==> src/rtl/spart_mmio_pkg.sv <==
// Shared definitions for the SPART memory-mapped bridge: register offsets,
// STATUS bit positions and the bus-handshake state encoding.
package spart_mmio_pkg;

  localparam logic [1:0] REG_DATA   = 2'd0;
  localparam logic [1:0] REG_STATUS = 2'd1;
  localparam logic [1:0] REG_CTRL   = 2'd2;
  localparam logic [1:0] REG_DIV    = 2'd3;

  localparam int ST_RX_AVAIL = 0;
  localparam int ST_TX_SPACE = 1;
  localparam int ST_RX_FULL  = 2;
  localparam int ST_TX_EMPTY = 3;
  localparam int ST_FLAG_LSB = 4;   // rx_ovf, tx_ovf, rx_udf, frame_err
  localparam int ST_RX_CNT   = 8;
  localparam int ST_TX_CNT   = 16;

  typedef enum logic [1:0] {
    S_IDLE   = 2'd0,
    S_ACCESS = 2'd1,
    S_RESP   = 2'd2
  } state_t;

endpackage

==> src/rtl/spart_sync_fifo.sv <==
// Single-clock FIFO with occupancy count; push and pop in the same cycle
// leave the count unchanged. Push when full and pop when empty are ignored.
module spart_sync_fifo #(
  parameter int WIDTH = 8,
  parameter int DEPTH = 16
) (
  input  logic                     clk,
  input  logic                     rst,
  input  logic                     push,
  input  logic [WIDTH-1:0]         push_data,
  input  logic                     pop,
  output logic [WIDTH-1:0]         head,
  output logic                     full,
  output logic                     empty,
  output logic [$clog2(DEPTH):0]   count
);

  localparam int AW = $clog2(DEPTH);
  localparam int CW = AW + 1;

  logic [WIDTH-1:0] mem [DEPTH];
  logic [AW-1:0]    wr_ptr;
  logic [AW-1:0]    rd_ptr;
  logic             do_push;
  logic             do_pop;

  assign do_push = push & ~full;
  assign do_pop  = pop & ~empty;
  assign full    = (count == CW'(DEPTH));
  assign empty   = (count == '0);
  assign head    = mem[rd_ptr];

  always_ff @(posedge clk or negedge rst) begin
    if (!rst) begin
      wr_ptr <= '0;
      rd_ptr <= '0;
      count  <= '0;
    end else begin
      if (do_push) wr_ptr <= wr_ptr + AW'(1);
      if (do_pop)  rd_ptr <= rd_ptr + AW'(1);
      case ({do_push, do_pop})
        2'b10:   count <= count + CW'(1);
        2'b01:   count <= count - CW'(1);
        default: count <= count;
      endcase
    end
  end

  always_ff @(posedge clk) begin
    if (do_push) mem[wr_ptr] <= push_data;
  end

endmodule

==> src/rtl/spart_mmio_bridge.sv <==
// Cache I/O port to SPART bridge: four-register map with TX/RX FIFOs,
// baud divisor, sticky error flags and a registered interrupt.
module spart_mmio_bridge
  import spart_mmio_pkg::*;
#(
  parameter int                 DATA_W    = 32,
  parameter int                 ADDR_W    = 28,
  parameter logic [ADDR_W-1:0]  BASE_ADDR = 28'h800_0000,
  parameter int                 TX_DEPTH  = 16,
  parameter int                 RX_DEPTH  = 16,
  parameter int                 DIV_W     = 16,
  parameter logic [DIV_W-1:0]   DIV_RESET = DIV_W'(325)
) (
  input  logic               clk,
  input  logic               rst,
  input  logic               io_valid_data,
  input  logic               io_rw_data,
  input  logic [ADDR_W-1:0]  mem_addr,
  input  logic [DATA_W-1:0]  io_wr_data,
  output logic [DATA_W-1:0]  io_rd_data,
  output logic               io_ready_data,
  output logic [7:0]         tx_data,
  output logic               tx_valid,
  input  logic               tx_ready,
  input  logic [7:0]         rx_data,
  input  logic               rx_valid,
  input  logic               rx_frame_err,
  output logic [DIV_W-1:0]   baud_div,
  output logic               irq
);

  localparam int TX_CW = $clog2(TX_DEPTH) + 1;
  localparam int RX_CW = $clog2(RX_DEPTH) + 1;
  localparam int WL    = (DIV_W > 8) ? DIV_W : 8;

  state_t state, state_nxt;

  logic [ADDR_W-1:0] addr_q;
  logic              rw_q;
  logic [DATA_W-1:0] wdata_q;
  logic              unused_wdata;

  logic [ADDR_W-1:0] offset;
  logic [1:0]        reg_sel;
  logic              hit, access, wr_req, rd_req;
  logic              data_wr, data_rd, status_rd, ctrl_wr, div_wr;

  logic              tx_full, tx_empty, tx_push, tx_pop;
  logic              rx_full, rx_empty, rx_push, rx_pop;
  logic [7:0]        rx_head;
  logic [TX_CW-1:0]  tx_count;
  logic [RX_CW-1:0]  rx_count;

  logic [1:0]        ctrl;
  logic [3:0]        err_flags;
  logic [3:0]        err_set;
  logic [DATA_W-1:0] status;
  logic [DATA_W-1:0] rd_next;

  always_ff @(posedge clk or negedge rst) begin
    if (!rst) state <= S_IDLE;
    else      state <= state_nxt;
  end

  always_comb begin
    state_nxt = state;
    case (state)
      S_IDLE:   if (io_valid_data) state_nxt = S_ACCESS;
      S_ACCESS: state_nxt = S_RESP;
      S_RESP:   state_nxt = S_IDLE;
      default:  state_nxt = S_IDLE;
    endcase
  end

  assign io_ready_data = (state == S_RESP);

  // request capture: address, direction and data are held through ACCESS
  always_ff @(posedge clk) begin
    if (state == S_IDLE && io_valid_data) begin
      addr_q  <= mem_addr;
      rw_q    <= io_rw_data;
      wdata_q <= io_wr_data;
    end
  end

  assign unused_wdata = ^wdata_q[DATA_W-1:WL];

  // Unsigned subtraction sends addresses below the base far out of range.
  assign offset    = addr_q - BASE_ADDR;
  assign hit       = (offset[ADDR_W-1:2] == '0);
  assign reg_sel   = offset[1:0];
  assign access    = (state == S_ACCESS);
  assign wr_req    = access & hit & rw_q;
  assign rd_req    = access & hit & ~rw_q;
  assign data_wr   = wr_req & (reg_sel == REG_DATA);
  assign data_rd   = rd_req & (reg_sel == REG_DATA);
  assign status_rd = rd_req & (reg_sel == REG_STATUS);
  assign ctrl_wr   = wr_req & (reg_sel == REG_CTRL);
  assign div_wr    = wr_req & (reg_sel == REG_DIV);

  assign tx_valid = ~tx_empty;
  assign tx_push  = data_wr & ~tx_full;
  assign tx_pop   = tx_valid & tx_ready;
  assign rx_push  = rx_valid & ~rx_full;
  assign rx_pop   = data_rd & ~rx_empty;

  spart_sync_fifo #(.WIDTH(8), .DEPTH(TX_DEPTH)) u_tx_fifo (
    .clk       (clk),
    .rst       (rst),
    .push      (tx_push),
    .push_data (wdata_q[7:0]),
    .pop       (tx_pop),
    .head      (tx_data),
    .full      (tx_full),
    .empty     (tx_empty),
    .count     (tx_count)
  );

  spart_sync_fifo #(.WIDTH(8), .DEPTH(RX_DEPTH)) u_rx_fifo (
    .clk       (clk),
    .rst       (rst),
    .push      (rx_push),
    .push_data (rx_data),
    .pop       (rx_pop),
    .head      (rx_head),
    .full      (rx_full),
    .empty     (rx_empty),
    .count     (rx_count)
  );

  // flag order matches STATUS bits 4..7: rx_ovf, tx_ovf, rx_udf, frame_err
  assign err_set = {rx_valid & rx_frame_err,
                    data_rd & rx_empty,
                    data_wr & tx_full,
                    rx_valid & rx_full};

  always_comb begin
    status                   = '0;
    status[ST_RX_AVAIL]      = ~rx_empty;
    status[ST_TX_SPACE]      = ~tx_full;
    status[ST_RX_FULL]       = rx_full;
    status[ST_TX_EMPTY]      = tx_empty;
    status[ST_FLAG_LSB +: 4] = err_flags;
    status[ST_RX_CNT +: 8]   = 8'(rx_count);
    status[ST_TX_CNT +: 8]   = 8'(tx_count);
  end

  always_comb begin
    rd_next = '0;
    if (rd_req) begin
      case (reg_sel)
        REG_DATA:   if (!rx_empty) rd_next[7:0] = rx_head;
        REG_STATUS: rd_next = status;
        REG_CTRL:   rd_next[1:0] = ctrl;
        REG_DIV:    rd_next[DIV_W-1:0] = baud_div;
        default:    rd_next = '0;
      endcase
    end
  end

  always_ff @(posedge clk or negedge rst) begin
    if (!rst) begin
      ctrl       <= '0;
      baud_div   <= DIV_RESET;
      err_flags  <= '0;
      irq        <= 1'b0;
      io_rd_data <= '0;
    end else begin
      if (ctrl_wr) ctrl     <= wdata_q[1:0];
      if (div_wr)  baud_div <= wdata_q[DIV_W-1:0];
      // STATUS read clears after capture; a same-cycle set event wins
      err_flags <= (err_flags & ~{4{status_rd}}) | err_set;
      irq       <= (ctrl[0] & ~rx_empty) | (ctrl[1] & tx_empty);
      if (access) io_rd_data <= rd_next;
    end
  end

endmodule

==> config.mk <==
export PLATFORM = sky130hd
export DESIGN_NAME = spart_mmio_bridge
export DESIGN_NICKNAME = d
export VERILOG_FILES = /design/src/rtl/spart_mmio_pkg.sv /design/src/rtl/spart_sync_fifo.sv /design/src/rtl/spart_mmio_bridge.sv
export SDC_FILE = /design/constraint.sdc
export NUM_CORES = 1
export LEC_CHECK = 0
export BUFFER_PORTS_ARGS = -buffer_cell sky130_fd_sc_hd__buf_2
export CELL_PAD_IN_SITES_DETAIL_PLACEMENT = 0
export CELL_PAD_IN_SITES_GLOBAL_PLACEMENT = 1
export CORE_MARGIN = 2
export CORE_UTILIZATION = 30
export DETAILED_ROUTE_END_ITERATION = 8
export PLACE_DENSITY_LB_ADDON = 0.1
export REMOVE_ABC_BUFFERS = 1
export SLEW_MARGIN = 20
export SYNTH_ARGS = -nofsm -noshare
export SYNTH_HDL_FRONTEND = slang
export SYNTH_HIERARCHICAL = 1
export SYNTH_SLANG_ARGS = --single-unit
==> constraint.sdc <==
create_clock -name clk -period 11.72 [get_ports clk]
set_input_delay 1.172 -clock clk [delete_from_list [all_inputs] [get_ports clk]]
set_output_delay 1.172 -clock clk [all_outputs]
set_load 0.01 [all_outputs]
==> After elaboration in Yosys (flattened, before gate mapping) <==
Memory sizes are Yosys's and may differ from the RTL's.
Index checks and enable logic that the tools add are counted.
{ "totals": {"word_cells": 91, "mem_bits_rw": 256, "memories": 2, "reg_bits": 128} }
{ "memory_table": {"columns": ["name", "depth", "width", "rd", "rd_clocked_by_memory_dff", "wr", "line", "text"], "rows": [
  ["u_rx_fifo.mem", 16, 8, 1, 0, 1, "spart_sync_fifo.sv:21", "logic [WIDTH-1:0] mem [DEPTH];"],
  ["u_tx_fifo.mem", 16, 8, 1, 0, 1, "spart_sync_fifo.sv:21", null]
]} }
{ "op_classes": {"n_reduce_logical": 8, "addsub": 9, "muxes": 14, "n_bitwise": 31, "n_eq_ne": 12} }
{ "op_table": {"columns": ["op", "count"], "rows": [
  ["32-bit two-way mux", 1],
  ["28-bit subtractor (second input constant)", 1],
  ["26-bit zero test", 1],
  ["1-bit bitwise AND", 22],
  ["5-bit case mux with 2 select lines", 2],
  ["6-bit case mux with 3 select lines", 1],
  ["4-bit by 1-bit adder with 4-bit output (second input constant)", 4],
  ["8-bit case mux with 2 select lines", 1],
  ["5-bit by 1-bit adder with 5-bit output (second input constant)", 2],
  ["2-bit equality test (second input constant)", 5],
  ["5-bit equality test (second input constant)", 2],
  ["5-bit zero test", 2],
  ["5-bit by 1-bit subtractor with 5-bit output (second input constant)", 2],
  ["2-bit by 1-bit equality test with 1-bit output (second input constant)", 4],
  ["8-bit two-way mux", 1],
  ["2-bit case mux with 4 select lines", 1],
  ["5-bit two-way mux", 1],
  ["1-bit NOT", 5],
  ["4-bit bitwise AND", 1],
  ["2-bit zero test", 2],
  ["1-bit two-way mux", 4],
  ["4-bit NOT", 1],
  ["4-bit bitwise OR", 1],
  ["2-bit case mux with 2 select lines", 1],
  ["5 further kinds", 6]
]} }

==> Depth between registers and ports, before layout <==
{ "depth": {"word_depth": 9, "depth_mapped": 16, "mapped_depth_nobuf": 15} }

==> By module <==
Netlist, hierarchy kept.
{ "modules_own_cells": {"columns": ["mod", "n_inst", "area_each_um2", "seq_area_each_um2", "cells_each"], "rows": [
  ["spart_sync_fifo", 2, 5779.3, 4169.0, 332],
  ["spart_mmio_bridge", 1, 3549.7, 2507.4, 232]
]} }

==> Least setup slack after synthesis <==
Ideal clock, no wire load.
{ "synth_path": {"path_type": "input to register", "from": "input port io_valid_data", "to": "register addr_q[0], enable pin", "arrival_time_ps": 4461, "slack_ps": 6747, "path_stages": 1, "path_cell_list": "nor3b_1"} }
{ "synth_between": {"elab_chain_cells": 1} }
{ "synth_lines": {"columns": ["element", "line", "text"], "rows": [
  ["start: declaration", "spart_mmio_bridge.sv:16", "input logic io_valid_data,"],
  ["1-bit logical AND", "spart_mmio_bridge.sv:79", "if (state == S_IDLE && io_valid_data) begin"],
  ["end signal: assignment", "spart_mmio_bridge.sv:80", "addr_q <= mem_addr;"],
  ["end: declaration", "spart_mmio_bridge.sv:38", "logic [ADDR_W-1:0] addr_q;"]
]} }
Every way passes these cells.
A chain may end at the register's enable or synchronous reset.

==> Worst setup path after layout <==
{ "layout_path": {"from": "register u_tx_fifo.rd_ptr[0]", "to": "output port tx_data[5]"} }
{ "layout_between": {"elab_chain_cells": 1} }
{ "layout_lines": {"columns": ["element", "line", "text"], "rows": [
  ["start: declaration", "spart_sync_fifo.sv:23", "logic [AW-1:0] rd_ptr;"],
  ["start signal: assignment", "spart_sync_fifo.sv:40", "if (do_pop) rd_ptr <= rd_ptr + AW'(1);"],
  ["memory 16 x 8 bit", null, null],
  ["end: declaration", "spart_mmio_bridge.sv:22", "output logic [7:0] tx_data,"]
]} }
Every way passes these cells.

==> results.yml <==
status:
  status: "completed"
detailed_routing:
  drcViolationCount: 0
  dr_wl_met3_um: 1730
  wl_per_cell_um: 21.4
  drt-pass1-iter-count: 4
  top_layer: "met4"
  wl_met2_um: 17700
  wl_um: 36900
  vias: 7893
  viasPerCell: 4.58
  wl_met1_um: 16700
  drtIter0Drc: 501
  drtAntennaViolNets: 0
synth:
  yosys_warnings: 6
  synthTopCellsByArea: "edfxtp_1, dfrtp_1, mux4_2"
  synth-edff-count: 301
  synth_cell_types: 48
  netlist_area_um2: 15100
  synth-seq-cells: 373
  netlist_top_cells_count: "edfxtp_1, dfrtp_1, mux2i_1, o21ai_0, nand2_1"
  ys_async_sr_fraction_pct: 19.3
  netlist_instances: 896
  netlist.area_leader.share_pct: 59.8
  seq_area_frac_synth_pct: 71.8
  ys.flop_type: "edfxtp_1"
  syn_avg_cell_area_um2: 16.9
  synthMostInstantiatedCell: "edfxtp_1"
  yosysTopAreaCell: "edfxtp_1"
power:
  peakVddDrop_mv: 0.102
  p_per_area_nw_per_um2: 199
  leakage_nw: 6.35
die:
  core-area_um2: 50000
  fp.dieW_um: 228
  die_area_um2: 52200
  start_util_pct: 30.2
  die_h_um: 228
  pin_count: 134
  row_count: 82
min_path:
  hold_path.class: "reg -> reg"
  hold_start: "wdata_q[12]"
  min_to: "baud_div[12]"
  hold_depth: 1
critical_path:
  worst-r2r-cell-count: 13
  endpoint_kind: "output port"
  cp-start-kind: "register"
  r2r_end: "u_rx_fifo/count[4]"
  regToRegStartpoint: "addr_q[3]"
  crit_slowest_cell: "a221oi_1"
  required_ns: 10.55
  arrival_ns: 3.23
  crit_start: "u_tx_fifo/rd_ptr[0]"
  slowest_delay_ns: 0.73
  path_cells: "buf_4 -> mux2i_1 -> a221oi_1 -> a22oi_1 -> nand2_1 -> buf_2"
  r2r_slack_ns: 7.41
  critPathMaxFanout: 40
  critPathKind: "reg -> out"
sta:
  tns_ns: 0
  fmax_mhz: 227
  layout_setup_ws_ns: 7.32
  finalHoldViolations: 0
  relSlewSlack_pct: 28.0
  holdWs_ns: 0.474
  clock_skew_ns: 0.0290
  fin_crit_sh_pct: 37.5
  rsz0062_at_grt: "no"
  layout_min_cycle_time_ns: 4.40
  worst_slew_pin_slew_ns: 1.08
  slew_violations: 0
  setup_violations: 0
cts:
  post_cts.repair.setup_buffers: 0
  cts.sinks: 373
  cts_made_buffers: 44
  cts_resized: 0
  cts-hold-fix-buffers: 0
  clk_latency_ns: 0.58
  cts_max_path_buffers: 3
  cts_max_level: 2
  cts_tree: "yes"
  root_buffer: "clkbuf_16"
  clk_pin_slew_ns: 0.06
grt:
  grt_overflow: 0
  grt_pass1_wl_um: 55800
  track_usage_pct: 14.3
  grt_pass1_vias: 8330
  grt_max_degree: 73
  antenna_found_initial: 0
placed_design:
  numPortBuffers: 106
  hpwl_um: 23800
  gp_congestion: 0.737
  post_dp_cell_area_um2: 16300
  pre_cts_ws_ns: 7.44
finish:
  drive_above_1_share_pct: 25.8
  antennaDiodeCount: 0
  nNetsFinal: 1116
  fin_area_um2: 17700
  syn_to_final_growth_pct: 16.9
flow_run:
  max_cap_viol_count: 0
cell usage in the layout (no fill, tap or decap), types with 24 or more instances in the layout:
cell type	count
buf_2	105
clkbuf_16	44
dfrtp_1	66
edfxtp_1	301
inv_1	24
mux2_2	39
mux2i_1	51
mux4_2	32
nand2_1	47
nor2_1	27
o21ai_0	51
where the power goes:
group,total (mW),internal [mW],switching (mW)
registers,1.63,1.53,0.0962
clock network,1.30,0.748,0.549
logic,0.595,0.247,0.348
total,3.52,2.53,0.993
flip-flops by register name, indices dropped and copies added (netlist names), 5 cells and up:
register,cells
addr_q,28
baud_div,16
io_rd_data,21
u_rx_fifo/count,5
u_rx_fifo/mem,128
u_tx_fifo/count,5
u_tx_fifo/mem,128
wdata_q,16
layer usage:
metal	track usage, %	vias to the layer above
met5	0	-
li1	-	3696
met1	19.1	4015
met3	3.69	53
met4	3.84	0
met2	23.3	129
cell families (layout without fill, tap and decap cells):
kind of cell / count (synthesis) / count (layout) / share of synthesized area (%)
buffers and inverters: 80 / 227 / 3.12
other: 1 / 11 / 0.0248
DFF: 373 / 373 / 71.8
xor gates and xnor gates: 20 / 20 / 1.16
muxes: 124 / 124 / 11.3
adders and majority gates: 20 / 20 / 1.76
and+or+nand+nor: 141 / 141 / 4.90
AOI/OAI and AO/OA: 137 / 137 / 6.00
stage by stage:
stage / total power, mW / utilization, % / instances
2_1_floorplan: 2.02 / - / 850
3_3_place_gp: 2.27 / 32.6 / 1646
3_5_place_dp: 2.27 / 32.6 / 1646
4_1_cts: 3.59 / 35.3 / 1724
5_1_grt: 3.70 / 35.4 / 1725
6_report: 3.52 / 35.4 / 1725
worst max-delay path: cells and delay by family, from the launching register on:
kind,cells,cell delay (ns)
compound gates,2,0.93
buf+inv,2,0.79
flops,1,0.61
mux,1,0.20
simple gates,1,0.09
how the worst max path moves through the flow:
stage	end	cells past startpoint
floorplan	addr_q[0]	1
global placement	u_rx_fifo/count[4]	13
detailed placement	u_rx_fifo/count[4]	13
CTS	tx_data[5]	6
global route	tx_data[5]	6
finish	tx_data[5]	6
layout make-up:
cell class	count	area, um2
flip-flops and latches	373	10800
clock inverters	20	191
inverters	24	90.1
multi-input cells	453	3830
fillers	4820	32300
clock buffers	58	1160
repair buffers	125	696
well taps	672	841
Power figures use the tool's default switching activity.
